==> src/rtl/tm_key_display_driver.sv <==
// Keypad-to-display engine: debounces keys, edits a hex value register under four edit modes
// and scans that value onto a one-hot digit strobe with registered seven-segment patterns.
module tm_key_display_driver #(
    parameter int unsigned w_digit      = 8,
    parameter int unsigned w_key        = 8,
    parameter int unsigned w_led        = 8,
    parameter int unsigned debounce_cyc = 27000,
    parameter int unsigned scan_div     = 2700
) (
    input  logic                   clk,
    input  logic                   rst,
    input  logic [w_key-1:0]       key,
    input  logic [1:0]             mode,
    output logic [w_digit-1:0]     digit,
    output logic [7:0]             abcdefgh,
    output logic [w_led-1:0]       led,
    output logic [4*w_digit-1:0]   value
);

    localparam int unsigned VW    = 4 * w_digit;
    localparam int unsigned CntW  = $clog2(debounce_cyc + 1);
    localparam int unsigned ScanW = (scan_div > 1) ? $clog2(scan_div) : 1;
    localparam int unsigned IdxW  = (w_digit > 1) ? $clog2(w_digit) : 1;
    localparam int unsigned NEdit = (w_digit < w_key) ? w_digit : w_key;
    localparam int unsigned NLed  = (w_led < w_key) ? w_led : w_key;
    localparam logic [w_digit-1:0] DigitOne = w_digit'(1);

    logic [w_key-1:0] sync1_q, sync2_q, deb_q, deb_d, deb_dly_q, press_q;
    logic [CntW-1:0]  deb_cnt_q [w_key];
    logic [CntW-1:0]  deb_cnt_d [w_key];
    logic [VW-1:0]    value_q, value_d;
    logic [w_led-1:0] led_q, led_d;
    logic [ScanW-1:0] scan_cnt_q, scan_cnt_d;
    logic [IdxW-1:0]  idx_q, idx_d;
    logic [7:0]       seg_q, seg_d;
    logic [3:0]       shift_sel;
    logic             scan_wrap;

    function automatic logic [7:0] seg_code(input logic [3:0] n);
        case (n)
            4'h0: seg_code = 8'hFC;
            4'h1: seg_code = 8'h60;
            4'h2: seg_code = 8'hDA;
            4'h3: seg_code = 8'hF2;
            4'h4: seg_code = 8'h66;
            4'h5: seg_code = 8'hB6;
            4'h6: seg_code = 8'hBE;
            4'h7: seg_code = 8'hE0;
            4'h8: seg_code = 8'hFE;
            4'h9: seg_code = 8'hF6;
            4'hA: seg_code = 8'hEE;
            4'hB: seg_code = 8'h3E;
            4'hC: seg_code = 8'h9C;
            4'hD: seg_code = 8'h7A;
            4'hE: seg_code = 8'h9E;
            default: seg_code = 8'h8E;
        endcase
    endfunction

    // Counter runs only while the synced level disagrees with the accepted level.
    always_comb begin
        deb_d = deb_q;
        for (int i = 0; i < w_key; i++) begin
            deb_cnt_d[i] = '0;
            if (sync2_q[i] != deb_q[i]) begin
                if (deb_cnt_q[i] == CntW'(debounce_cyc)) begin
                    deb_d[i] = sync2_q[i];
                end else begin
                    deb_cnt_d[i] = deb_cnt_q[i] + CntW'(1);
                end
            end
        end
    end

    always_comb begin
        value_d   = value_q;
        led_d     = led_q;
        shift_sel = '0;
        for (int i = NLed - 1; i >= 0; i--) begin
            led_d[i] = led_q[i] ^ press_q[i];
        end
        // Descending scan so the lowest pressed index is the one that sticks.
        for (int i = w_key - 1; i >= 0; i--) begin
            if (press_q[i]) shift_sel = 4'(i);
        end
        case (mode)
            2'b00: begin
                for (int i = 0; i < NEdit; i++) begin
                    if (press_q[i]) value_d[4*i +: 4] = value_q[4*i +: 4] + 4'd1;
                end
            end
            2'b01: begin
                if (press_q[2])      value_d = '0;
                else if (press_q[0]) value_d = value_q + VW'(1);
                else if (press_q[1]) value_d = value_q - VW'(1);
            end
            2'b10: begin
                if (|press_q) value_d = (value_q << 4) | VW'(shift_sel);
            end
            default: value_d = value_q;
        endcase
    end

    // Pattern is fetched for the digit index that becomes active on this same edge.
    always_comb begin
        scan_wrap  = (scan_cnt_q == ScanW'(scan_div - 1));
        scan_cnt_d = scan_wrap ? '0 : scan_cnt_q + ScanW'(1);
        idx_d      = idx_q;
        if (scan_wrap) begin
            idx_d = (idx_q == IdxW'(w_digit - 1)) ? '0 : idx_q + IdxW'(1);
        end
        seg_d = seg_code(4'(value_q >> {idx_d, 2'b00}));
    end

    always_ff @(posedge clk) begin
        if (rst) begin
            sync1_q    <= '0;
            sync2_q    <= '0;
            deb_q      <= '0;
            deb_dly_q  <= '0;
            press_q    <= '0;
            value_q    <= '0;
            led_q      <= '0;
            scan_cnt_q <= '0;
            idx_q      <= '0;
            seg_q      <= 8'hFC;
            for (int i = 0; i < w_key; i++) deb_cnt_q[i] <= '0;
        end else begin
            sync1_q    <= key;
            sync2_q    <= sync1_q;
            deb_q      <= deb_d;
            deb_dly_q  <= deb_q;
            press_q    <= deb_q & ~deb_dly_q;
            value_q    <= value_d;
            led_q      <= led_d;
            scan_cnt_q <= scan_cnt_d;
            idx_q      <= idx_d;
            seg_q      <= seg_d;
            for (int i = 0; i < w_key; i++) deb_cnt_q[i] <= deb_cnt_d[i];
        end
    end

    assign digit    = DigitOne << idx_q;
    assign abcdefgh = seg_q;
    assign led      = led_q;
    assign value    = value_q;

endmodule
==> config.mk <==
export PLATFORM = sky130hd
export DESIGN_NAME = tm_key_display_driver
export DESIGN_NICKNAME = d
export VERILOG_FILES = /design/src/rtl/tm_key_display_driver.sv
export SDC_FILE = /design/constraint.sdc
export NUM_CORES = 1
export LEC_CHECK = 0
export CAP_MARGIN = 20
export CORE_ASPECT_RATIO = 1.25
export CORE_MARGIN = 4
export CORE_UTILIZATION = 55
export DETAILED_ROUTE_END_ITERATION = 10
export PLACE_DENSITY = 0.74
export SLEW_MARGIN = 25
export SYNTH_ARGS = -nofsm -noshare
export SYNTH_HDL_FRONTEND = slang
export SYNTH_SLANG_ARGS = --single-unit
==> constraint.sdc <==
create_clock -name clk -period 4.3 [get_ports clk]
set_input_delay 0.645 -clock clk [delete_from_list [all_inputs] [get_ports clk]]
set_output_delay 0.645 -clock clk [all_outputs]
set_load 0.05 [all_outputs]
==> results.md, run 1 <==
- GRT Total Usage: 0.230
- Routed len/inst: about 16 um
- Seq/Total Area, Yosys: 0.372
- Pint: 3.81 mW
- Final WL: 28500 um
- Placed Cells: 1725
- Outcome: completed
- Vias in the first global route: about 10000
- Mapped Cells: around 1400
- Hold buffer count at cts: 0
- Yosys Warn Count: 0
- Cell area after synthesis: 11900 um^2
- CP Launch Point: press_q[0]
- XOR/XNOR share of the synthesized area: 0.106
- Psw: roughly 1.6 mW
- Post-route antenna net violation count: 0
- Area of the multi-input gates: around 7100 um^2
- Mux contribution to synthesized area: 0.0395
- I/O Buffers: 66
- Initial core utilization: 0.556
- Area growth, synth to finish: 14.5%
- Logic gate share of total power: 0.191
- Crit end category: flip-flop
- Largest family of logic cells by synthesized area: simple AND/OR/NAND/NOR gates
- Critical-path top delay cell: inv_1
- Final Cycle Share: 0.888
- Crit path buf inv count: 1
- Async SR Flop Fraction: 0
- Num ports: about 70
- Final TNS setup: 0 ns
- FILL cells: 1850
- Synth Register Bits: 222
- Largest cells by area after synthesis: dfxtp_1 37%, nor2_1 7.7%, ha_1 7.5%
- Fmax achieved: ~260 MHz
- Post-synth EDFFs: 0
- Worst-Skew Late Latency: 0.52 ns
- Core Box Area: 21500 um^2
- Cell Pwr Density: around 390 nW/um^2
- Minimum clock period: 3.82 ns
- Largest fanout on the critical path: 21
- Final nets: 1557
- Violation count after the first detailed-route iteration: a little under 600
- Most frequent cells in the layout: 244 x nor2_1, 222 x dfxtp_1, 103 x nand2_1
- Maximum buffer depth of the clock tree: 3
- Most common cell after layout, fill and taps aside: nor2_1
- Yosys top cell area share: 0.372
- Pwr Total: 5.38 mW
- Finished Cell Area: approximately 14000 um^2
- DRC Markers: 0
- Reg2reg start: press_q[0]
- Final Hold Fails: 0
- Cell Chain, Critical Path: inv_1, ha_1, a21o_1, a311oi_1, nor3_1, o21ai_0, a21oi_1, a2111oi_0, mux2_2, a31oi_1
- Ys flop type: dfxtp_1
- Chip height: between 150 and 200 um
- Placer Congestion: ~0.96
- Clock Skew: between 0.01 and 0.015 ns
- Placed cell area: 12800 um^2
- Overflow after GRT: 0
- DR vias/cell: 5.79
- Pleak: 5.25 nW
- Syn avg cell area: 8.43 um^2
- Clock-pin transition on the worst setup and hold timing paths: 0.06 ns
- CP max stage delay: 0.57 ns
- Hold WS: 0.377 ns
- Final Slew Violations: 0
- Simple-gate portion of the synthesized area: 0.243
- Arrival time worst endpoint: roughly 4.3 ns
- Post-cts resize count: 0
- Final setup fails: 0
- FF+latch area: roughly 4400 um^2
- Critical path class: reg2reg
- Layout cells sized above 1: 0.0497
- Worst path top cell family by delay: compound AO/OA/AOI/OAI gates
- # diodes: 0
- Die area: 24100 um^2
- Setup crit start kind: flip-flop
- Compound-gate portion of the synthesized area: 0.133
- Post-synthesis adder-cell area fraction: 0.0771
- Num Clock Sinks: 222
- Clock network fraction of design power: 0.402
- DPL Wire Length: around 20000 um
- TritonCTS clock tree: yes
- # rows: 60
- First-pass GRT wire length: ~48000 um
- Drt first pass iters: 5
- Max-capacitance violation count: 0
- Syn Nets: 1501
- Yosys top cell by area: dfxtp_1
- Largest net degree at the start of global routing: 66
- CTS Root Cell: clkbuf_16
- Final non-filler cell total: 1768
- Synth unique cells: 70
- Sw Share: 0.292
- Worst rel slew slack: 0.487
- Worst Path Required: 4.74 ns
- Worst slew pin tran: 0.767 ns
- Initial antenna violation count: 0
- Die Wd: 140 um
- CTS Buf Count: 24
- H-Tree Depth: 1
- Hold Startpoint: deb_dly_q[2]
- Worst hold path class: reg2reg
- Peak supply drop: 0.000304 V
- Setup Fix Bufs, Post-CTS: 0
- Sequential fraction of design power: 0.406
- DR vias: 10200
- Unrepaired setup endpoints after global routing: false
## final cells by class
class	instances	share of cell area
multi-input combinational	1105	0.523
clock buffer	28	0.0465
inverter	43	0.0118
tap	279	0.0255
clock inverter	15	0.0147
timing repair buffer	76	0.0536
sequential	222	0.325
## synthesized netlist by cell type, types with 11 or more instances
library cell  instances
or3_1                13
xnor2_1              58
clkbuf_1             36
ha_1                 72
o21a_1               11
and3_1               39
and2_1               13
o21ai_0              47
inv_1                43
nor2_1              244
nor2b_1              44
mux2i_1              23
a21oi_1              62
nor3_1               16
xor2_1               86
a21o_1               23
nand3_1              80
nand4_1              20
dfxtp_1             222
nand2_1             103
## power groups by stage
| stage | Clock (mW) | Sequential, mW | Combinational [mW] |
|---|---|---|---|
| floorplan | 0 | 2.29 | 0.654 |
| global placement | 0 | 2.23 | 1.00 |
| detailed placement | 0 | 2.23 | 1.01 |
| CTS | 2.22 | 2.18 | 1.02 |
| global route | 2.29 | 2.19 | 1.13 |
| finish | 2.16 | 2.18 | 1.03 |
## kinds of logic (layout without fill, tap and decap cells)
| group | after synthesis | in the layout |
|---|---|---|
| AO/OA/AOI/OAI | 241 | 241 |
| XOR/XNOR | 144 | 144 |
| adder cells (fa/ha/maj) | 73 | 73 |
| buffers and inverters | 89 | 162 |
| flip-flops | 222 | 222 |
| multiplexers | 36 | 36 |
| other | 1 | 1 |
| AND/OR/NAND/NOR | 610 | 610 |
## per-stage QoR
step	utilization	worst slack, ns
after global placement	0.598	0.666
final	0.637	0.483
after global routing	0.637	0.211
after floorplan	-	0.947
after CTS	0.637	0.464
after detailed placement	0.598	0.477
## per-layer routing
| layer | up-vias | part of all wire | track usage |
|---|---|---|---|
| met5 | - | 0 | 0 |
| met4 | 0 | 0.039 | 0.0945 |
| met3 | 82 | 0.057 | 0.0365 |
| met2 | 281 | 0.48 | 0.400 |
| met1 | 4807 | 0.42 | 0.283 |
| li1 | 5065 | - | - |
## state kept, by name, summed over array words and instances, names as in the netlist
| signal | flops |
|---|---|
| abcdefgh | 7 |
| deb_cnt_q | 120 |
| deb_dly_q | 8 |
| deb_q | 8 |
| idx_q | 3 |
| led | 8 |
| press_q | 8 |
| scan_cnt_q | 12 |
| sync1_q | 8 |
| sync2_q | 8 |
| value | 32 |
## worst paths after layout
kind | endpoint | slack, ns | depth (start not counted)
max reg2reg | value[28] | 0.48 | 10
min | press_q[2] | 0.38 | 1
min reg2reg | press_q[2] | 0.38 | 1
max | value[28] | 0.48 | 10
No activity file was read; power rests on OpenSTA's default activity.
==> inputs of run 2 (changes only) <==
--- a/config.mk
+++ b/config.mk
@@ -10,6 +10,7 @@
 export CORE_MARGIN = 4
 export CORE_UTILIZATION = 55
 export DETAILED_ROUTE_END_ITERATION = 10
+export GPL_TIMING_DRIVEN = 0
 export PLACE_DENSITY = 0.74
 export SLEW_MARGIN = 25
 export SYNTH_ARGS = -nofsm -noshare
==> results.md, run 2 (synthesis results as in run 1) <==
- Outcome: completed (unchanged)
- Final worst slack: 0.335 ns (was 0.483 ns)
- Placer Congestion: 1.01 (was 0.957)
- Placed cell area: 12900 um^2 (was 12800 um^2)
- Critical path class: reg2reg (unchanged)
- Metal3 WL: 2190 um (was 1630 um)
- Violation count after the first detailed-route iteration: 807 (was 594)
- Hold buffer count at cts: 0 (unchanged)
- Worst rel slew slack: 0.439 (was 0.487)
- Reg with most FFs: deb_cnt_q (unchanged)
- # diodes: 0 (unchanged)
- TritonCTS clock tree: yes (unchanged)
- Vias in the first global route: 10100 (was 9990)
- Setup Fix Bufs, Post-CTS: 0 (unchanged)
- Overflow after GRT: 0 (unchanged)
- Hold WS: 0.381 ns (was 0.377 ns)
- Peak supply drop: 0.000293 V (was 0.000304 V)
- Initial antenna violation count: 0 (unchanged)
- H-Tree Depth: 1 (unchanged)
- Placed Cells: 1761 (was 1725)
- Num Clock Sinks: 222 (unchanged)
- CTS Root Cell: clkbuf_16 (unchanged)
- Routed wl met2: 14400 um (was 13800 um)
- Post-cts resize count: 0 (unchanged)
- Final Hold Fails: 0 (unchanged)
- CP max stage delay: 0.68 ns (was 0.57 ns)
- DR vias/cell: 5.86 (was 5.79)
- Crit end category: flip-flop (unchanged)
- Num ports: 68 (unchanged)
- Pint: 3.88 mW (was 3.81 mW)
- Final non-filler cell total: 1801 (was 1768)
- DR vias: 10600 (was 10200)
- Logic gate share of total power: 0.195 (was 0.191)
- Largest net degree at the start of global routing: 38 (was 66)
- Sw Share: 0.288 (was 0.292)
- Most common cell after layout, fill and taps aside: nor2_1 (unchanged)
- # rows: 60 (unchanged)
- Clock Skew: 0.0212 ns (was 0.0120 ns)
- I/O Buffers: 66 (unchanged)
- Clock-pin transition on the worst setup and hold timing paths: 0.06 ns (about the same)
- Top Metal Used: met4 (unchanged)
- Final WL: 30000 um (was 28500 um)
- Clock network fraction of design power: 0.405 (was 0.402)
- Finished Cell Area: 13800 um^2 (was 13700 um^2)
- Initial core utilization: 0.556 (unchanged)
- Psw: 1.57 mW (about the same)
- Post-route antenna net violation count: 0 (unchanged)
- Die area: 24100 um^2 (unchanged)
- Maximum buffer depth of the clock tree: 3 (unchanged)
- Die Wd: 140 um (unchanged)
- Unrepaired setup endpoints after global routing: false (unchanged)
- Most frequent cells in the layout: 244 x nor2_1, 222 x dfxtp_1, 103 x nand2_1 (unchanged)
- DPL Wire Length: 21500 um (was 20400 um)
- Sequential fraction of design power: 0.400 (was 0.406)
- Max reg flops: 120 (unchanged)
- CTS Buf Count: 23 (was 24)
- Chip height: 173 um (unchanged)
- Area growth, synth to finish: 15.6% (was 14.5%)
- Final Cycle Share: 0.922 (was 0.888)
- Pre-CTS setup slack: 0.198 ns (was 0.477 ns)
- Core Box Area: 21500 um^2 (unchanged)
- Final nets: 1592 (was 1557)
- Worst path top cell family by delay: compound AO/OA/AOI/OAI gates (unchanged)
- Routed len/inst: 16.7 um (was 16.1 um)
- Fmax achieved: 252 MHz (was 262 MHz)
- Final TNS setup: 0 ns (unchanged)
- Largest fanout on the critical path: 37 (was 21)
- Setup crit start kind: flip-flop (unchanged)
- Critical-path top delay cell: a2111oi_0 (was inv_1)
- Final Slew Violations: 0 (unchanged)
- GRT Total Usage: 0.239 (was 0.230)
- Cell Pwr Density: 395 nW/um^2 (was 393 nW/um^2)
- Met1 wire length: 12200 um (was 11900 um)
- Arrival time worst endpoint: 4.39 ns (was 4.26 ns)
- Layout cells sized above 1: 0.0420 (was 0.0497)
- Worst slew pin tran: 0.836 ns (was 0.767 ns)
- Cell Chain, Critical Path: inv_4, ha_1, a21o_1, a311oi_1, nor3_1, o21ai_0, a21oi_1, a2111oi_0, mux2_2, a31oi_1 (was inv_1, ha_1, a21o_1, a311oi_1, nor3_1, o21ai_0, a21oi_1, a2111oi_0, mux2_2, a31oi_1)
- Worst Path Required: 4.72 ns (was 4.74 ns)
- Drt first pass iters: 8 (was 5)
- Crit path buf inv count: 1 (unchanged)
- Final setup fails: 0 (unchanged)
- Worst hold path class: reg2reg (unchanged)
- Max-capacitance violation count: 0 (unchanged)
- First-pass GRT wire length: 49000 um (was 47700 um)
- Pleak: 5.28 nW (was 5.25 nW)
- Worst-Skew Late Latency: 0.52 ns (about the same)
- DRC Markers: 0 (unchanged)
- Minimum clock period: 3.96 ns (was 3.82 ns)
## run 2: cell count changes in the layout (fill, tap and decap cells not counted), sizes merged
cell,change
buf,-1
bufinv,+1
clkbuf,+38
clkdlybuf4s50,+1
clkinv,-4
clkinvlp,-1
inv,-1
## run 2: power by group through the flow
stage	clock [mW]	sequential, mW	combinational, mW
finish	2.20	2.18	1.06
global route	2.32	2.18	1.15
CTS	2.23	2.17	1.04
detailed placement	0	2.22	1.03
global placement	0	2.22	1.02
floorplan	0	2.29	0.654
## run 2: final cells by class
| cell class | count | area [um^2] |
|---|---|---|
| fillers | 1882 | 7670 |
| multi-input cells | 1105 | 7150 |
| flip-flops and latches | 222 | 4440 |
| clock buffers | 30 | 662 |
| repair buffers | 66 | 661 |
| well taps | 279 | 349 |
| plain buffers | 46 | 188 |
| clock inverters | 10 | 184 |
| inverters | 43 | 164 |
## run 2: through the flow
| step | utilization | total power, mW |
|---|---|---|
| after floorplan | - | 2.95 |
| after global placement | 0.603 | 3.24 |
| after detailed placement | 0.603 | 3.25 |
| after CTS | 0.643 | 5.45 |
| after global routing | 0.643 | 5.65 |
| final | 0.643 | 5.44 |
## run 2: final timing paths
| kind | start | endpoint | slack (ns) | depth (start not counted) |
|---|---|---|---|---|
| max | press_q[0] | value[28] | 0.34 | 10 |
| min | deb_dly_q[0] | press_q[0] | 0.38 | 1 |
| max reg2reg | press_q[0] | value[28] | 0.34 | 10 |
| min reg2reg | deb_dly_q[0] | press_q[0] | 0.38 | 1 |
## run 2: worst register-to-register path, cell delays in order, from the launching register on
cell and delay (ns):
dfxtp_1 0.35, inv_4 0.35, ha_1 0.37, a21o_1 0.23, a311oi_1 0.51, nor3_1 0.23
o21ai_0 0.44, a21oi_1 0.16, a2111oi_0 0.68, mux2_2 0.41, a31oi_1 0.16
## run 2: routing by layer
layer  up-vias  global-route usage
li1       5135                   -
met1      4917               0.292
met2       409               0.418
met3        97              0.0385
met4         0              0.0961
met5         -                   0
